`config.mk`:
```
export PLATFORM = sky130hd
export DESIGN_NAME = biquad_stream_adapter
export DESIGN_NICKNAME = d
export VERILOG_FILES = /design/src/rtl/biquad_stream_adapter.sv
export SDC_FILE = /design/constraint.sdc
export NUM_CORES = 1
export LEC_CHECK = 0
export CAP_MARGIN = 10
export CORE_MARGIN = 2
export CORE_UTILIZATION = 50
export DETAILED_ROUTE_END_ITERATION = 8
export PLACE_DENSITY_LB_ADDON = 0.1
export RECOVER_POWER = 100
export SKIP_LAST_GASP = 1
export SLEW_MARGIN = 25
export SYNTH_ARGS = -nofsm -noshare
export SYNTH_HDL_FRONTEND = slang
export SYNTH_SLANG_ARGS = --single-unit
```
`constraint.sdc`:
```
create_clock -name clk -period 2.3 [get_ports clk]
set_input_delay 0.46 -clock clk [delete_from_list [all_inputs] [get_ports clk]]
set_output_delay 0.46 -clock clk [all_outputs]
set_load 0.02 [all_outputs]
```
`src/rtl/biquad_stream_adapter.sv`:
```
`default_nettype none
// ============================================================================
// Module   : biquad_stream_adapter
// Brief    : valid/ready wrapper that paces samples into a strobed biquad
//            filter and buffers its results under credit-based flow control.
// Revision : 1.0 - initial release
// ============================================================================
module biquad_stream_adapter #(
  parameter int WIDTH_D       = 18,
  parameter int IN_DEPTH      = 4,
  parameter int OUT_DEPTH     = 4,
  parameter int STROBE_PERIOD = 5
) (
  input  logic                               clk,
  input  logic                               rst_n,
  input  logic                               s_valid,
  output logic                               s_ready,
  input  logic [WIDTH_D-1:0]                 s_data,
  output logic                               filt_strobe,
  output logic [WIDTH_D-1:0]                 filt_data,
  input  logic                               filt_out_strobe,
  input  logic [WIDTH_D-1:0]                 filt_out_data,
  output logic                               m_valid,
  input  logic                               m_ready,
  output logic [WIDTH_D-1:0]                 m_data,
  output logic [$clog2(OUT_DEPTH+1)-1:0]     in_flight,
  output logic                               err
);

  localparam int c_in_aw  = $clog2(IN_DEPTH);
  localparam int c_in_cw  = $clog2(IN_DEPTH + 1);
  localparam int c_out_aw = $clog2(OUT_DEPTH);
  localparam int c_out_cw = $clog2(OUT_DEPTH + 1);
  localparam int c_pace_w = $clog2(STROBE_PERIOD + 1);

  typedef enum logic [1:0] {
    ST_IDLE  = 2'd0,
    ST_ISSUE = 2'd1,
    ST_PACE  = 2'd2
  } state_t;

  // ------------------------------------------------------------------ input FIFO
  logic [WIDTH_D-1:0]  r_in_mem [IN_DEPTH];
  logic [c_in_aw-1:0]  r_in_wr;
  logic [c_in_aw-1:0]  r_in_rd;
  logic [c_in_cw-1:0]  r_in_cnt;
  logic [c_in_cw-1:0]  w_in_cnt_nxt;
  logic                r_s_ready;
  logic                w_in_push;
  logic                w_in_pop;

  assign w_in_push = s_valid && r_s_ready;

  always_comb begin
    w_in_cnt_nxt = r_in_cnt;
    if (w_in_push && !w_in_pop) begin
      w_in_cnt_nxt = r_in_cnt + 1'b1;
    end else if (!w_in_push && w_in_pop) begin
      w_in_cnt_nxt = r_in_cnt - 1'b1;
    end
  end

  always_ff @(posedge clk or negedge rst_n) begin
    if (!rst_n) begin
      for (int i = 0; i < IN_DEPTH; i++) begin
        r_in_mem[i] <= '0;
      end
      r_in_wr   <= '0;
      r_in_rd   <= '0;
      r_in_cnt  <= '0;
      r_s_ready <= 1'b1;
    end else begin
      if (w_in_push) begin
        r_in_mem[r_in_wr] <= s_data;
        r_in_wr           <= r_in_wr + 1'b1;
      end
      if (w_in_pop) begin
        r_in_rd <= r_in_rd + 1'b1;
      end
      r_in_cnt  <= w_in_cnt_nxt;
      r_s_ready <= (w_in_cnt_nxt != c_in_cw'(IN_DEPTH));
    end
  end

  // ------------------------------------------------------------------ credits
  logic [c_out_cw-1:0] r_in_flight;
  logic [c_out_cw-1:0] r_out_cnt;
  logic [c_out_cw:0]   w_credit_sum;
  logic                w_credit_ok;

  assign w_credit_sum = {1'b0, r_in_flight} + {1'b0, r_out_cnt};
  assign w_credit_ok  = (w_credit_sum < (c_out_cw + 1)'(OUT_DEPTH));

  // ------------------------------------------------------------------ issue FSM
  state_t              r_state;
  state_t              w_state_nxt;
  logic [c_pace_w-1:0] r_pace;
  logic [c_pace_w-1:0] w_pace_nxt;
  logic                r_filt_strobe;
  logic [WIDTH_D-1:0]  r_filt_data;

  // The IDLE decision cycle is the last cycle of the pacing window, so PACE
  // hands over two counts early to keep strobes exactly STROBE_PERIOD apart.
  always_comb begin
    w_state_nxt = r_state;
    w_pace_nxt  = r_pace;
    case (r_state)
      ST_IDLE: begin
        if ((r_in_cnt != '0) && w_credit_ok) begin
          w_state_nxt = ST_ISSUE;
        end
      end
      ST_ISSUE: begin
        w_pace_nxt  = c_pace_w'(STROBE_PERIOD - 1);
        w_state_nxt = (STROBE_PERIOD > 2) ? ST_PACE : ST_IDLE;
      end
      ST_PACE: begin
        w_pace_nxt = r_pace - 1'b1;
        if (r_pace <= c_pace_w'(2)) begin
          w_state_nxt = ST_IDLE;
        end
      end
      default: begin
        w_state_nxt = ST_IDLE;
      end
    endcase
  end

  // The head is popped on the edge entering ISSUE so filt_data is already
  // valid while the strobe is high.
  assign w_in_pop = (r_state == ST_IDLE) && (w_state_nxt == ST_ISSUE);

  always_ff @(posedge clk or negedge rst_n) begin
    if (!rst_n) begin
      r_state       <= ST_IDLE;
      r_pace        <= '0;
      r_filt_strobe <= 1'b0;
      r_filt_data   <= '0;
    end else begin
      r_state       <= w_state_nxt;
      r_pace        <= w_pace_nxt;
      r_filt_strobe <= w_in_pop;
      if (w_in_pop) begin
        r_filt_data <= r_in_mem[r_in_rd];
      end
    end
  end

  // ------------------------------------------------------------------ output FIFO
  logic [WIDTH_D-1:0]  r_out_mem [OUT_DEPTH];
  logic [c_out_aw-1:0] r_out_wr;
  logic [c_out_aw-1:0] r_out_rd;
  logic [c_out_cw-1:0] w_out_cnt_nxt;
  logic [c_out_cw-1:0] w_in_flight_nxt;
  logic                r_m_valid;
  logic                r_err;
  logic                w_out_full;
  logic                w_out_pop;
  logic                w_out_push;
  logic                w_if_dec;
  logic                w_err_evt;

  assign w_out_full = (r_out_cnt == c_out_cw'(OUT_DEPTH));
  assign w_out_pop  = r_m_valid && m_ready;
  assign w_out_push = filt_out_strobe && (!w_out_full || w_out_pop);
  assign w_if_dec   = filt_out_strobe && (r_in_flight != '0);
  assign w_err_evt  = filt_out_strobe &&
                      ((r_in_flight == '0) || (w_out_full && !w_out_pop));

  always_comb begin
    w_out_cnt_nxt = r_out_cnt;
    if (w_out_push && !w_out_pop) begin
      w_out_cnt_nxt = r_out_cnt + 1'b1;
    end else if (!w_out_push && w_out_pop) begin
      w_out_cnt_nxt = r_out_cnt - 1'b1;
    end
    w_in_flight_nxt = r_in_flight;
    if (r_filt_strobe && !w_if_dec) begin
      w_in_flight_nxt = r_in_flight + 1'b1;
    end else if (!r_filt_strobe && w_if_dec) begin
      w_in_flight_nxt = r_in_flight - 1'b1;
    end
  end

  always_ff @(posedge clk or negedge rst_n) begin
    if (!rst_n) begin
      for (int i = 0; i < OUT_DEPTH; i++) begin
        r_out_mem[i] <= '0;
      end
      r_out_wr    <= '0;
      r_out_rd    <= '0;
      r_out_cnt   <= '0;
      r_m_valid   <= 1'b0;
      r_in_flight <= '0;
      r_err       <= 1'b0;
    end else begin
      if (w_out_push) begin
        r_out_mem[r_out_wr] <= filt_out_data;
        r_out_wr            <= r_out_wr + 1'b1;
      end
      if (w_out_pop) begin
        r_out_rd <= r_out_rd + 1'b1;
      end
      r_out_cnt   <= w_out_cnt_nxt;
      r_m_valid   <= (w_out_cnt_nxt != '0);
      r_in_flight <= w_in_flight_nxt;
      if (w_err_evt) begin
        r_err <= 1'b1;
      end
    end
  end

  assign s_ready     = r_s_ready;
  assign filt_strobe = r_filt_strobe;
  assign filt_data   = r_filt_data;
  assign m_valid     = r_m_valid;
  assign m_data      = r_out_mem[r_out_rd];
  assign in_flight   = r_in_flight;
  assign err         = r_err;

endmodule
`default_nettype wire

```
==> metrics.md <==
| Metric | Value |
|---|---|
| Crit Path Category | reg2out |
| Yosys cell types | 51 |
| Critical Path AT | 1.76 ns |
| Total wire length | 16.8 mm |
| PortBufs | 83 |
| Chip height | 135 um |
| Share of cells above drive strength 1 | 43.8% |
| Row count | 47 |
| Post-Syn Area per Cell | 15.8 sq um |
| Hold Path Class | reg2reg |
| Final count of negative-setup-slack endpoints | 0 |
| Top Ports | 84 |
| Final Total Pwr | 16.0 mW |
| Initial core utilization | 51.3% |
| Commonest non-fill, non-tap cells in the layout | dfrtp_1 (187), mux2_2 (158), clkdlybuf4s50_1 (39) |
| Clock sinks | 188 |
| Share of synthesized cell area in full adder, half adder and majority cells | 3.46% |
| H-tree depth | 4 |
| Post-Syn Area | 0.00854 sq mm |
| Detail Placement HPWL | 10.8 mm |
| Flops & latches, synth | 188 |
| Layout area overhead | 21.0% |
| Fraction of registers with async set/reset | 100% |
| Clk slew on worst S/H paths | 0.06 ns |
| Number of global-route vias before repair | 5,128 |
| Iteration-0 DRC Markers | 124 |
| Full die area | 0.0181 sq mm |
| Max Slew Vio Count | 0 |
| Max-cap violations | 0 |
| Multiplexer area fraction after synthesis | 31.5% |
| Synth Area in Compound Gates | 2.49% |
| Prevailing post-synth register cell | dfrtp_1 |
| Longest Clk Path Bufs | 2 |
| Max Clock Skew | 0.00668 ns |
| Initial antenna violation count | 0 |
| Final hold viol count | 0 |
| Gr ovfl total | 0 |
| Via count | 4,823 |
| Clock Latency Late Sink | 0.43 ns |
| Synth Warn # | 0 |
| Slew headroom | 4.42% |
| Nets | 716 |
| Diode count | 0 |
| Worst slew pin tran | 1.43 ns |
| Fmax | 450 MHz |
| CP Launch Type | register |
| Xor/xnor share of the synthesized area | 1.13% |
| Largest family of logic cells by synthesized area | multiplexers |
| Mapped Cells | 541 |
| Synth Area in Simple Gates | 4.13% |
| LEAKAGE | 4.46 nW |
| Clock root buffer | clkbuf_16 |
| DR DRC count | 0 |
| Cell Pwr Density | 1550 mW/mm^2 |
| Worst EP required | 1.84 ns |
| Setup TNS Final | 0 ns |
| CTS Buf Count | 17 |
| Horiz. Die Dim | 135 um |
| Final GP Congestion | 0.785 |
| Fillers | 1,257 |
| Commonest non-fill, non-tap cell in the layout | dfrtp_1 |
| Core Area | 0.0166 sq mm |
| Sequential fraction of the synthesis area | 55.1% |
| Tcrit/Tclk final | 96.6% |
| Max FO, Critical Path | 10 |
| Gr usage total | 19.5% |
| Clock period minus worst slack | 2.22 ns |
| Post-synth EDFFs | 0 |
| Drt pass-1 iters | 4 |
| Final ANT Viol Nets | 0 |
| First-pass GRT wire length | 27.0 mm |
| Vias/cell | 5.45 |
| CTS tree | built |
| CP Capture Type | output port |
| Max rail drop VDD | 800 uV |
| Post-synthesis net count | 605 |
| WL per Instance | 19.0 um |
| Status | finished, final reports clean |
| Largest net degree at the start of global routing | 56 |
-- worst max-delay path, stage by stage, from the launching register on --
cell and delay [ns]:
dfrtp_1 0.37, buf_4 0.13, buf_12 0.14, mux4_2 0.52
buf_2 0.18
-- metal layers --
| layer | share of wire [%] | track usage [%] | wire length, um | vias to the layer above |
|---|---|---|---|---|
| li1 | - | - | - | 2208 |
| met3 | 3.6 | 4.32 | 603 | 13 |
| met1 | 43 | 25.1 | 7220 | 2529 |
| met5 | 0 | 0 | 0 | - |
| met2 | 52 | 32.9 | 8780 | 73 |
| met4 | 1.2 | 6.73 | 205 | 0 |
-- cell type report --
| class | instances | area (sq um) | share of cell area (%) |
|---|---|---|---|
| inverter | 15 | 56.3 | 0.545 |
| clock inverter | 13 | 118 | 1.14 |
| sequential | 188 | 4710 | 45.5 |
| tap | 220 | 275 | 2.66 |
| multi-input combinational | 317 | 3650 | 35.3 |
| timing repair buffer | 113 | 1090 | 10.5 |
| clock buffer | 19 | 443 | 4.29 |
-- synth_stat cells, drive strengths merged (2+ instances only) --
cell    number  share of area, %
dfrtp      187                55
mux2       164                22
mux4        36               9.5
ha          22               3.2
nand2       20               1.3
buf         19               1.5
inv         15              0.66
o21ai       10              0.59
xnor2        8              0.82
nor2         7              0.31
nand3        5              0.35
a21oi        4              0.23
and2         4              0.31
a31oi        3              0.29
mux2i        3              0.35
nand3b       3              0.26
xor2         3              0.31
a41oi        2              0.42
and3         2              0.16
clkbuf       2             0.088
nor2b        2              0.15
nor3         2              0.25
nor4         2              0.40
o31ai        2              0.18
-- state kept, by name, indices dropped and copies added, names as in the netlist --
signal       flops
r_in_rd          2
r_in_cnt         3
m_valid          1
r_out_cnt        3
s_ready          1
r_in_mem        72
in_flight        3
filt_data       18
filt_strobe      1
r_out_rd         2
err              1
r_in_wr          2
r_out_mem       72
r_out_wr         2
r_state          2
r_pace           3
-- logic make-up after synthesis --
family	count (synthesis)
XOR/XNOR	11
adder cells (fa/ha/maj)	23
multiplexers	203
AO/OA/AOI/OAI	27
flip-flops	188
AND/OR/NAND/NOR	53
buffers and inverters	36
-- final timing paths --
path / end / from / cells after the start / slack, ns
max in group asynchronous: r_in_wr[0] / rst_n / 3 / 0.36
max: m_data[14] / r_out_rd[0] / 4 / 0.08
min reg2reg: err / err / 1 / 0.46
min in group asynchronous: r_out_mem[60] / rst_n / 2 / 0.91
min: err / err / 1 / 0.46
max reg2reg: filt_data[13] / r_state[0] / 8 / 0.09
-- metrics by stage --
step                      area (sq um)  util (%)  instances  setup WS, ns  hold slack [ns]
after floorplan                   8540         -        541         0.223            0.164
after global placement            9790      58.9        845         0.111            0.449
after detailed placement          9790      58.9        845         0.107            0.447
after CTS                        10300      62.0        880        0.0525            0.473
after global routing             10300      62.1        885      -0.00886            0.508
final                            10300      62.1        885        0.0788            0.464
-- where the power goes --
part           switching (mW)  internal [mW]
clock network            1.26           1.53
registers               0.885           5.01
logic                    3.24           4.06
-- repair_timing --
action,in CTS,in global routing
pin swaps,0,1
hold buffers,1,0
gates cloned,1,2
buffers inserted,1,3
endpoints found under the setup margin,18,1
endpoints found under the hold margin,4,0
gates resized for setup,72,1
Note: power is estimated with default switching activity, not from simulation.
==> RTL edit (same settings) <==
Reset style: synchronous (`rst_n`), changed in 3 clocked blocks.
--- a/src/rtl/biquad_stream_adapter.sv
+++ b/src/rtl/biquad_stream_adapter.sv
@@ -60,7 +60,7 @@
     end
   end
 
-  always_ff @(posedge clk or negedge rst_n) begin
+  always_ff @(posedge clk) begin
     if (!rst_n) begin
       for (int i = 0; i < IN_DEPTH; i++) begin
         r_in_mem[i] <= '0;
@@ -130,7 +130,7 @@
   // valid while the strobe is high.
   assign w_in_pop = (r_state == ST_IDLE) && (w_state_nxt == ST_ISSUE);
 
-  always_ff @(posedge clk or negedge rst_n) begin
+  always_ff @(posedge clk) begin
     if (!rst_n) begin
       r_state       <= ST_IDLE;
       r_pace        <= '0;
@@ -182,7 +182,7 @@
     end
   end
 
-  always_ff @(posedge clk or negedge rst_n) begin
+  always_ff @(posedge clk) begin
     if (!rst_n) begin
       for (int i = 0; i < OUT_DEPTH; i++) begin
         r_out_mem[i] <= '0;
Check against the original RTL: differs if rst_n is asserted again (counterexample within 4 cycles, from zero or initial values and one cycle with rst_n low); with rst_n held inactive, the same outputs for 4 cycles.
==> RTL edit against the original RTL <==
- synthesized area is 4.8% lower
- clock skew shrank 0.0011 ns
- sequential share of layout area increased by 6.5 points
- final area is 2.4% lower
- critical endpoint is now m_data[4]
- sequential cell count grew 2
- routed wire length is 1.7% lower
- maximum frequency decreased by 1.4%
- worst setup slack worse by 0.032 ns
- synthesized cell count rose by 13%
Power is not compared: it rests on default switching activity, and its combinational part moved more than twofold at a synthesized area within 25%.
==> RTL edit: results <==
[run_status]
status = "finished clean"

[placement]
placed_cells = 923
placement.cell_area_sq_um = 9570
place.gp.congestion = 0.758

[detailed_routing]
routed-via-count = 4993
wl_um = 16500
detail_route.iter0.violations = 281
drt-vias-per-instance = 5.22

[clock_tree]
clock-sinks = 190
postCtsResizedCells = 27
post-cts-setup-buffer-count = 0

[cells_and_area]
finish.utilization_pct = 63.5
layout.area.seq_sq_um = 5250
multi_input_gates = 346
portion_of_the_layout_cell_area_used_by_clock_cells_pct = 5.85
final.signal_buffer_count = 124
syn_to_final_growth_pct = 24.1
nFillCells = 1274

[critical_path]
critPathArrivalTime_ns = 1.79
cp_slowest_stage_delay_ns = 0.50
reg2reg_from = "r_out_cnt[2]"
path_max_fanout = 6

[synth]
synth_cell_types = 40
synth_common_cells = "edfxtp_1, nor2_1, inv_1, nand2_1, dfxtp_1"
ys.flop_type = "edfxtp_1"
synth_sequential_area_ratio_pct = 64.5
number_of_enable_type_register_cells_in_the_synthesized_netlist = 144
synth_nets = 669
async_reset_ff_share_pct = 0
average_size_of_a_mapped_cell_sq_um = 13.3
top_cells_by_area_in_the_synthesized_netlist = "edfxtp_1, dfxtp_1, mux4_2, nor2_1, and2_1"

[power_and_ir_drop]
clkPwrFrac_pct = 27.2

[timing]
final_setup_skew_ns = 0.00555

[global_routing]
grt_max_degree = 21
global_route_wire_length_before_repair_um = 26800

[min_path]
worstHoldStart = "err"
[RTL edit: logic make-up after synthesis]
logic type | count (synthesis) | synth area share, %
adder cells (fa/ha/maj) | 15 | 2.40
AND/OR/NAND/NOR | 229 | 12.8
AO/OA/AOI/OAI | 32 | 2.49
XOR/XNOR | 13 | 1.40
flip-flops | 190 | 64.5
multiplexers | 57 | 12.6
buffers and inverters | 77 | 3.74
[RTL edit: per-layer routing]
| metal | GRT usage (%) | wire length, um | vias to the layer above |
|---|---|---|---|
| met5 | 0 | 0 | - |
| met4 | 7.00 | 252 | 0 |
| met3 | 4.24 | 642 | 22 |
| met2 | 36.9 | 9070 | 104 |
| met1 | 23.2 | 6550 | 2490 |
| li1 | - | - | 2377 |
[RTL edit: path summary, 6_finish.rpt]
check / cells after the start / to / slack (ns)
max: 3 / m_data[4] / 0.05
min: 2 / err / 0.46
max reg2reg: 8 / filt_data[6] / 0.11
min reg2reg: 2 / err / 0.46
